[src/rtl/ibex_fetch_req_ctrl.sv]
`default_nettype none
// ============================================================================
// Module   : ibex_fetch_req_ctrl
// Purpose  : Instruction-fetch request controller. Issues word-aligned bus
//            requests, tracks up to NUM_REQS outstanding transactions, forwards
//            responses into the fetch FIFO, and on a branch clears the FIFO,
//            redirects fetching and discards stale in-flight responses.
// Ports    : clk_i, rst_ni (sync, active-low)
//            req_i, branch_i, addr_i        - IF stage control / target
//            busy_o                         - request pending or outstanding
//            instr_req_o/addr_o, gnt_i      - bus request channel
//            instr_rvalid/rdata/err_i       - bus response channel (in order)
//            fifo_busy_i, fifo_clear/valid/addr/rdata/err_o - FIFO port
// Revision : 1.0 - initial release
// ============================================================================
module ibex_fetch_req_ctrl #(
    parameter int unsigned NUM_REQS = 2
) (
    input  logic                clk_i,
    input  logic                rst_ni,
    input  logic                req_i,
    input  logic                branch_i,
    input  logic [31:0]         addr_i,
    output logic                busy_o,
    output logic                instr_req_o,
    output logic [31:0]         instr_addr_o,
    input  logic                instr_gnt_i,
    input  logic                instr_rvalid_i,
    input  logic [31:0]         instr_rdata_i,
    input  logic                instr_err_i,
    input  logic [NUM_REQS-1:0] fifo_busy_i,
    output logic                fifo_clear_o,
    output logic                fifo_valid_o,
    output logic [31:0]         fifo_addr_o,
    output logic [31:0]         fifo_rdata_o,
    output logic                fifo_err_o
);

    typedef enum logic [0:0] {
        IDLE     = 1'b0,
        WAIT_GNT = 1'b1
    } state_e;

    localparam logic [NUM_REQS-1:0] ONE_HOT0 = NUM_REQS'(1);

    state_e              state_q, state_d;
    logic [29:0]         next_addr_q, next_addr_d;
    logic [NUM_REQS-1:0] outst_q, outst_d;
    logic [NUM_REQS-1:0] disc_q, disc_d;
    logic [NUM_REQS-1:0] outst_rev;
    logic [NUM_REQS-1:0] outst_shift, disc_shift;
    logic                wait_gnt;
    logic                fifo_room;
    logic                new_req;
    logic                req_int;
    logic                gnt_acc;
    logic [29:0]         branch_word;

    // Outstanding transactions occupy the FIFO from the top down, so the
    // reversed thermometer lines up with the FIFO's upper-entry busy flags.
    generate
        for (genvar i = 0; i < NUM_REQS; i++) begin : g_rev
            assign outst_rev[i] = outst_q[NUM_REQS-1-i];
        end
    endgenerate

    assign wait_gnt    = (state_q == WAIT_GNT);
    assign fifo_room   = ~&(fifo_busy_i | outst_rev);
    assign new_req     = req_i & (fifo_room | branch_i) & ~outst_q[NUM_REQS-1];
    assign req_int     = wait_gnt | new_req;
    assign gnt_acc     = req_int & instr_gnt_i;
    assign branch_word = addr_i[31:2];

    always_comb begin
        state_d = state_q;
        case (state_q)
            IDLE:     if (req_int && !instr_gnt_i) state_d = WAIT_GNT;
            WAIT_GNT: if (instr_gnt_i)             state_d = IDLE;
            default:                               state_d = IDLE;
        endcase
    end

    always_comb begin
        next_addr_d = next_addr_q;
        if (branch_i) begin
            next_addr_d = gnt_acc ? (branch_word + 30'd1) : branch_word;
        end else if (gnt_acc) begin
            next_addr_d = next_addr_q + 30'd1;
        end
    end

    always_comb begin
        outst_shift = instr_rvalid_i ? (outst_q >> 1) : outst_q;
        disc_shift  = instr_rvalid_i ? (disc_q  >> 1) : disc_q;
        outst_d     = gnt_acc ? ((outst_shift << 1) | ONE_HOT0) : outst_shift;
        // A branch marks every survivor of this cycle's retire as stale. The
        // slot granted this cycle is not in outst_shift, so it stays clean.
        disc_d      = branch_i ? outst_shift : disc_shift;
    end

    always_ff @(posedge clk_i) begin
        if (!rst_ni) begin
            state_q     <= IDLE;
            next_addr_q <= 30'd0;
            outst_q     <= '0;
            disc_q      <= '0;
        end else begin
            state_q     <= state_d;
            next_addr_q <= next_addr_d;
            outst_q     <= outst_d;
            disc_q      <= disc_d;
        end
    end

    // All outputs are held low while reset is asserted.
    assign instr_req_o  = rst_ni & req_int;
    assign instr_addr_o = rst_ni ? {(branch_i ? branch_word : next_addr_q), 2'b00} : 32'd0;
    assign busy_o       = rst_ni & (outst_q[0] | wait_gnt);
    assign fifo_clear_o = rst_ni & branch_i;
    assign fifo_valid_o = rst_ni & instr_rvalid_i & ~disc_q[0] & ~branch_i;
    assign fifo_addr_o  = rst_ni ? addr_i : 32'd0;
    assign fifo_rdata_o = rst_ni ? instr_rdata_i : 32'd0;
    assign fifo_err_o   = rst_ni & instr_err_i;

    a_rvalid_needs_outst : assert property (@(posedge clk_i) disable iff (!rst_ni)
        instr_rvalid_i |-> outst_q[0]);
    a_gnt_needs_req : assert property (@(posedge clk_i) disable iff (!rst_ni)
        instr_gnt_i |-> instr_req_o);

endmodule
`default_nettype wire

[config.mk]
export PLATFORM = sky130hd
export DESIGN_NAME = ibex_fetch_req_ctrl
export DESIGN_NICKNAME = d
export VERILOG_FILES = /design/src/rtl/ibex_fetch_req_ctrl.sv
export SDC_FILE = /design/constraint.sdc
export NUM_CORES = 1
export LEC_CHECK = 0
export CELL_PAD_IN_SITES_DETAIL_PLACEMENT = 0
export CELL_PAD_IN_SITES_GLOBAL_PLACEMENT = 1
export CORE_MARGIN = 2
export CORE_UTILIZATION = 25
export CTS_CLUSTER_DIAMETER = 30
export CTS_CLUSTER_SIZE = 14
export DETAILED_ROUTE_END_ITERATION = 7
export GPL_TIMING_DRIVEN = 1
export PLACE_DENSITY_LB_ADDON = 0.1
export SLEW_MARGIN = 20
export SYNTH_ARGS = -nofsm -noshare
export SYNTH_HDL_FRONTEND = slang
export SYNTH_SLANG_ARGS = --single-unit
[constraint.sdc]
create_clock -name clk_i -period 2.2 [get_ports clk_i]
set_input_delay 0.44 -clock clk_i [delete_from_list [all_inputs] [get_ports clk_i]]
set_output_delay 0.44 -clock clk_i [all_outputs]
set_load 0.02 [all_outputs]
==> flow_summary.json <==
{
  "crit_family": "buffers and inverters",
  "arrival_ns": 1.71,
  "final_nets": 755,
  "synth.ff_latch_count": 35,
  "drt_iter0_drc": 164,
  "hpwl_um": 10300,
  "dieHeight_um": 119,
  "critPathRequiredTime_ns": 1.76,
  "slowest_delay_ns": 0.61,
  "wirelength_um": 13000,
  "postSynthAreaPerCell_um2": 7.33,
  "drc_errors": 0,
  "cts_buffer_depth": 2,
  "die-area_mm2": 0.0141,
  "hold_violations": 0,
  "min_path_type": "reg2reg",
  "finalCritPeriodShare": 0.979,
  "num_vias": 4000,
  "first_global_vias": 4058,
  "syn_area_mm2": 0.00329,
  "setup_viol": 0,
  "htreeDepth": 2,
  "insertion_delay_ns": 0.28,
  "met1_length_um": 5940,
  "path_cells": "clkdlybuf4s50_1, inv_1, nor2_1, clkdlybuf4s50_1",
  "syn_inst": 449,
  "postPlaceCellArea_mm2": 0.00574,
  "io_buffers": 171,
  "drv_slew": 0,
  "core_area_mm2": 0.0127,
  "first_pass_iters": 4,
  "ys_dominant_reg_cell": "dfxtp_1",
  "postRouteAntennaNets": 0,
  "irDropWorstVdd_mv": 0.291,
  "cts_tree": "built",
  "wl_met2_um": 6220,
  "path_class": "in2out",
  "crit_path_frequent_cell": "clkdlybuf4s50_1",
  "skew_ns": 0.00792,
  "syn_to_final_growth_pct": 81.2,
  "rows": 41,
  "timing.hold.ws_ns": 0.512,
  "power_density_mw_per_mm2": 415,
  "ys_seq_area_frac": 0.213,
  "maxCapViolCount": 0,
  "cp_slowest_cell": "clkdlybuf4s50_1",
  "cts_num_sinks": 35,
  "finalWeightedCongestion": 0.824,
  "final_cells": 853,
  "power_leakage_nw": 2.65,
  "synth_warnings": 0,
  "synthArstFlopShare": 0,
  "cp-start-kind": "input pin",
  "ios": 174,
  "path_buf_inv": 3,
  "status": "completed",
  "antennaDiodeCount": 0,
  "die_x_um": 119,
  "top_layer_used": "met4",
  "wl_met3_um": 770,
  "dp_slack_ns": -0.579,
  "grt_use_total": 0.181,
  "placed_cells": 845,
  "antenna_found_initial": 0,
  "yosysUniqueCellTypes": 49,
  "crit_fanout": 3,
  "power_mw": 2.48,
  "min_period_ns": 2.15,
  "fmaxAchievable_ghz": 0.464,
  "root_buffer": "clkbuf_16",
  "synth_edf_count": 0,
  "cts_hold_buffers": 0,
  "grt_pass1_wl_um": 20800,
  "cts_buffers": 5,
  "viasPerCell": 4.69,
  "start_util": 0.259,
  "rsz0062_at_grt": "true",
  "crit_path_end_kind": "output pin",
  "setup_slack_ns": 0.0461,
  "gr-total-overflow": 0,
  "clk_pin_slew_ns": 0.06,
  "wl_per_cell_um": 15.3,
  "fin_area_mm2": 0.00597,
  "grt_max_degree": 30,
  "drive_above_1_share": 0.169
}
[repair_timing]
action	CTS	global route
gates cloned	0	0
endpoints found under the setup margin	58	31
pin swaps	8	5
gates resized for setup	70	22
buffers inserted	0	1
[report_power, final]
| part | total [mW] | switching, mW | internal, mW |
|---|---|---|---|
| clock network | 0.851 | 0.287 | 0.564 |
| registers | 0.720 | 0.0450 | 0.675 |
| logic | 0.906 | 0.432 | 0.474 |
[synth_stat cells (2+ instances only)]
master	count	area, um^2
a211oi_1	5	37.5
a21oi_1	2	10.0
and2_1	62	388
and3_1	8	50.1
and4_1	4	35.0
buf_1	4	15.0
buf_2	2	10.0
buf_4	2	15.0
clkbuf_1	20	75.1
dfxtp_1	35	701
ha_1	2	25.0
inv_1	14	52.6
mux2i_1	34	340
nand2_1	32	120
nand3_1	17	85.1
nand4_1	10	62.6
nor2_1	55	206
nor2_2	3	18.8
nor2b_1	3	18.8
nor3_1	23	115
nor4_1	4	25.0
o2111ai_1	2	17.5
o211a_1	4	40.0
o211ai_1	3	22.5
o21a_1	4	30.0
o21ai_0	5	25.0
o22ai_1	17	106
or3_1	3	18.8
xnor2_1	39	342
xor2_1	12	105
[worst min-delay path: stages, from the launching register on]
cell	delay, ns
dfxtp_1	0.33
mux2i_1	0.07
nor2_1	0.08
[flip-flops by register name, summed over array words and instances, names as in the netlist]
register and count:
state_q 1, next_addr_q 30, outst_q 2, disc_q 2
[area by class of cell]
class / instances / area, um^2
Multi-Input combinational cell: 372 / 2480
Timing Repair Buffer: 251 / 2340
Inverter: 15 / 56.3
Clock inverter: 2 / 35.0
Sequential cell: 35 / 701
Clock buffer: 6 / 139
Tap cell: 172 / 215
Fill cell: 1321 / 6760
[logic make-up (layout without fill, tap and decap cells)]
kind of cell	Yosys count	after routing	share of synthesized area
XOR/XNOR	51	51	0.136
buffers and inverters	43	274	0.0520
AND/OR/NAND/NOR	232	232	0.370
AO/OA/AOI/OAI	49	49	0.107
flip-flops	35	35	0.213
other	1	2	0.00114
multiplexers	36	36	0.114
adder cells (fa/ha/maj)	2	2	0.00760
[cells in the final DEF (no fill, tap or decap), types with 4 or more instances in the layout]
cell / synthesis / final
and2_1: 62 / 61
o21a_1: 4 / 4
o22ai_1: 17 / 17
dfxtp_1: 35 / 35
and3_1: 8 / 8
nand4_1: 10 / 10
xnor2_1: 39 / 39
nor2_1: 55 / 54
a211oi_1: 5 / 5
mux2i_1: 34 / 34
nand2_1: 32 / 32
xor2_1: 12 / 12
nor3_1: 23 / 23
dlymetal6s2s_1: 0 / 15
inv_1: 14 / 14
nand3_1: 17 / 16
buf_4: 2 / 74
buf_6: 0 / 4
o211a_1: 4 / 4
clkbuf_16: 0 / 5
clkdlybuf4s50_1: 0 / 117
o21ai_0: 5 / 5
dlygate4sd2_1: 0 / 27
buf_2: 2 / 5
[path summary, 6_finish.rpt]
| check | start | to | slack [ns] | cells after the start |
|---|---|---|---|---|
| worst max-delay path | addr_i[30] | fifo_addr_o[30] | 0.05 | 4 |
| worst min-delay path | disc_q[1]$_SDFFE_PN0P_ | disc_q[1]$_SDFFE_PN0P_ | 0.51 | 2 |
| worst max register to register | next_addr_q[1]$_SDFFE_PN0P_ | next_addr_q[18]$_SDFFE_PN0P_ | 0.23 | 7 |
| worst min register to register | disc_q[1]$_SDFFE_PN0P_ | disc_q[1]$_SDFFE_PN0P_ | 0.51 | 2 |
[stage by stage]
step	TNS [ns]	util
after floorplan	0	-
after global placement	-10.52	0.451
after detailed placement	-11.10	0.451
after CTS	-0.0144	0.464
after global routing	-0.0352	0.469
final	0	0.469
[layer usage]
| metal | vias up | global-route usage |
|---|---|---|
| met2 | 140 | 0.311 |
| met3 | 11 | 0.0338 |
| met4 | 0 | 0.0409 |
| met1 | 1841 | 0.235 |
| li1 | 2008 | - |
| met5 | - | 0 |
Power figures use the tool's default switching activity.
==> variant: new RTL, same flow settings <==
Put a register stage on the output `fifo_err_o`, without a reset. The value now appears one clock later. The other outputs are not delayed to match.
--- a/src/rtl/ibex_fetch_req_ctrl.sv
+++ b/src/rtl/ibex_fetch_req_ctrl.sv
@@ -122,3 +122,5 @@
     assign fifo_rdata_o = rst_ni ? instr_rdata_i : 32'd0;
-    assign fifo_err_o   = rst_ni & instr_err_i;
+    always_ff @(posedge clk_i) begin
+        fifo_err_o <= rst_ni & instr_err_i;
+    end
 
Behaviour: not the same (a bounded check fails within 4 cycles, from zero or initial values and one cycle with rst_ni low).
==> variant against the unedited design <==
  * Worst hold slack worse by 0.087 ns
  * Utilization down 0.086 points
  * Final cell count up 2.1%
  * Setup slack worse by 0.0069 ns
  * Sequential cell count up 1
  * Total power up 0.31%
  * Critical path depth down 1
  * Final area up 2.7%
  * Routed wire length down 0.18%
  * Via count up 1.0%
  * Synthesized area up 0.61%
  * Largest cell class unchanged
==> variant: results <==
{
  "status": "finished, final reports clean",
  "grt_max_degree": 24,
  "cts_buffer_depth": 2,
  "grt_first_pass_wirelength_um": 20600,
  "grt_use_met1_pct": 22.1,
  "grt_pass1_vias": 4124,
  "post-place-ws_ns": -0.596,
  "place_inst": 859,
  "grtUsageMet2_pct": 31.8,
  "drt-met1-wl_um": 5730,
  "placed_cell_area_um2": 5850,
  "wirelength_um": 13000,
  "cts-root-buf": "clkbuf_16",
  "fin_skew_ns": 0.00630,
  "met3WireLength_um": 734,
  "grtUsageMet3_pct": 3.45,
  "synthTopCellsByArea": "dfxtp_1, and2_1, xnor2_1",
  "ys_types": 49,
  "worstPathArrival_ns": 1.72,
  "finish.utilization_pct": 46.8,
  "synth_cells": 450,
  "ir_worst_vdd_uv": 306,
  "drtIter0Drc": 145,
  "fill_cells": 1305,
  "vias": 4041,
  "seq_area_frac_synth_pct": 21.8,
  "top_layer": "met4",
  "async_flop_share_pct": 0,
  "gp_congestion": 0.844,
  "wire_per_inst_um": 14.9,
  "wl_met2_um": 6310,
  "leakagePower_uw": 0.00279,
  "drive_above_1_share_pct": 18.7,
  "nNetsFinal": 769,
  "largestRegisters": "next_addr_q: 30 flops, disc_q: 2 flops, outst_q: 2 flops",
  "dpl.hpwl_um": 10500,
  "hold_class": "input pin to flip-flop",
  "gr-usage-all-layers_pct": 18.0,
  "yosys-top-cells-count": "and2_1, nor2_1, xnor2_1"
}
## variant: cell types whose count changed in the layout (fill, tap and decap cells not counted), moves of 2 or more
cell / delta
buf_4: +12
dlymetal6s2s_1: +5
clkbuf_2: +3
clkdlybuf4s15_1: -3
clkdlybuf4s15_2: -3
buf_12: +2
buf_6: -2
nor2_2: +2
## variant: kinds of logic (layout without fill, tap and decap cells)
| kind of cell | after synthesis | count (layout) | share of synthesized area (%) |
|---|---|---|---|
| compound gates | 49 | 49 | 10.6 |
| other cells | 1 | 2 | 0.113 |
| fa+ha+maj | 2 | 2 | 0.755 |
| mux | 36 | 36 | 11.3 |
| xor+xnor | 51 | 51 | 13.5 |
| simple gates | 232 | 232 | 36.8 |
| flops | 36 | 36 | 21.8 |
| buf+inv | 43 | 287 | 5.17 |
## variant: path summary, 6_finish.rpt
path / cells after the start / startpoint / endpoint / slack, ns
hold reg to reg: 2 / disc_q[1] / disc_q[1] / 0.52
setup reg to reg: 5 / state_q / next_addr_q[21] / 0.30
hold / removal: 2 / rst_ni / next_addr_q[1] / 0.43
setup / recovery: 3 / addr_i[29] / fifo_addr_o[29] / 0.04
## variant: what timing repair did
item,CTS,global route
endpoints found under the hold margin,0,0
pin swaps,7,8
setup buffers,2,2
setup endpoints to repair,62,37
gates resized for setup,53,37
gates cloned,0,1
## variant: power breakdown
part | total, µW | internal (µW) | switching, µW | leakage [µW]
Sequential | 740 | 694 | 45.9 | 0.000297
Combinational | 929 | 494 | 435 | 0.00241
Clock | 815 | 533 | 282 | 0.0000808
Total | 2480 | 1720 | 763 | 0.00279
## variant: area by class of cell
class | count | area share [%]
timing repair buffer | 264 | 40.2
clock inverter | 2 | 0.572
multi-input combinational | 372 | 40.9
tap | 176 | 3.59
inverter | 15 | 0.919
sequential | 36 | 11.8
clock buffer | 6 | 2.10
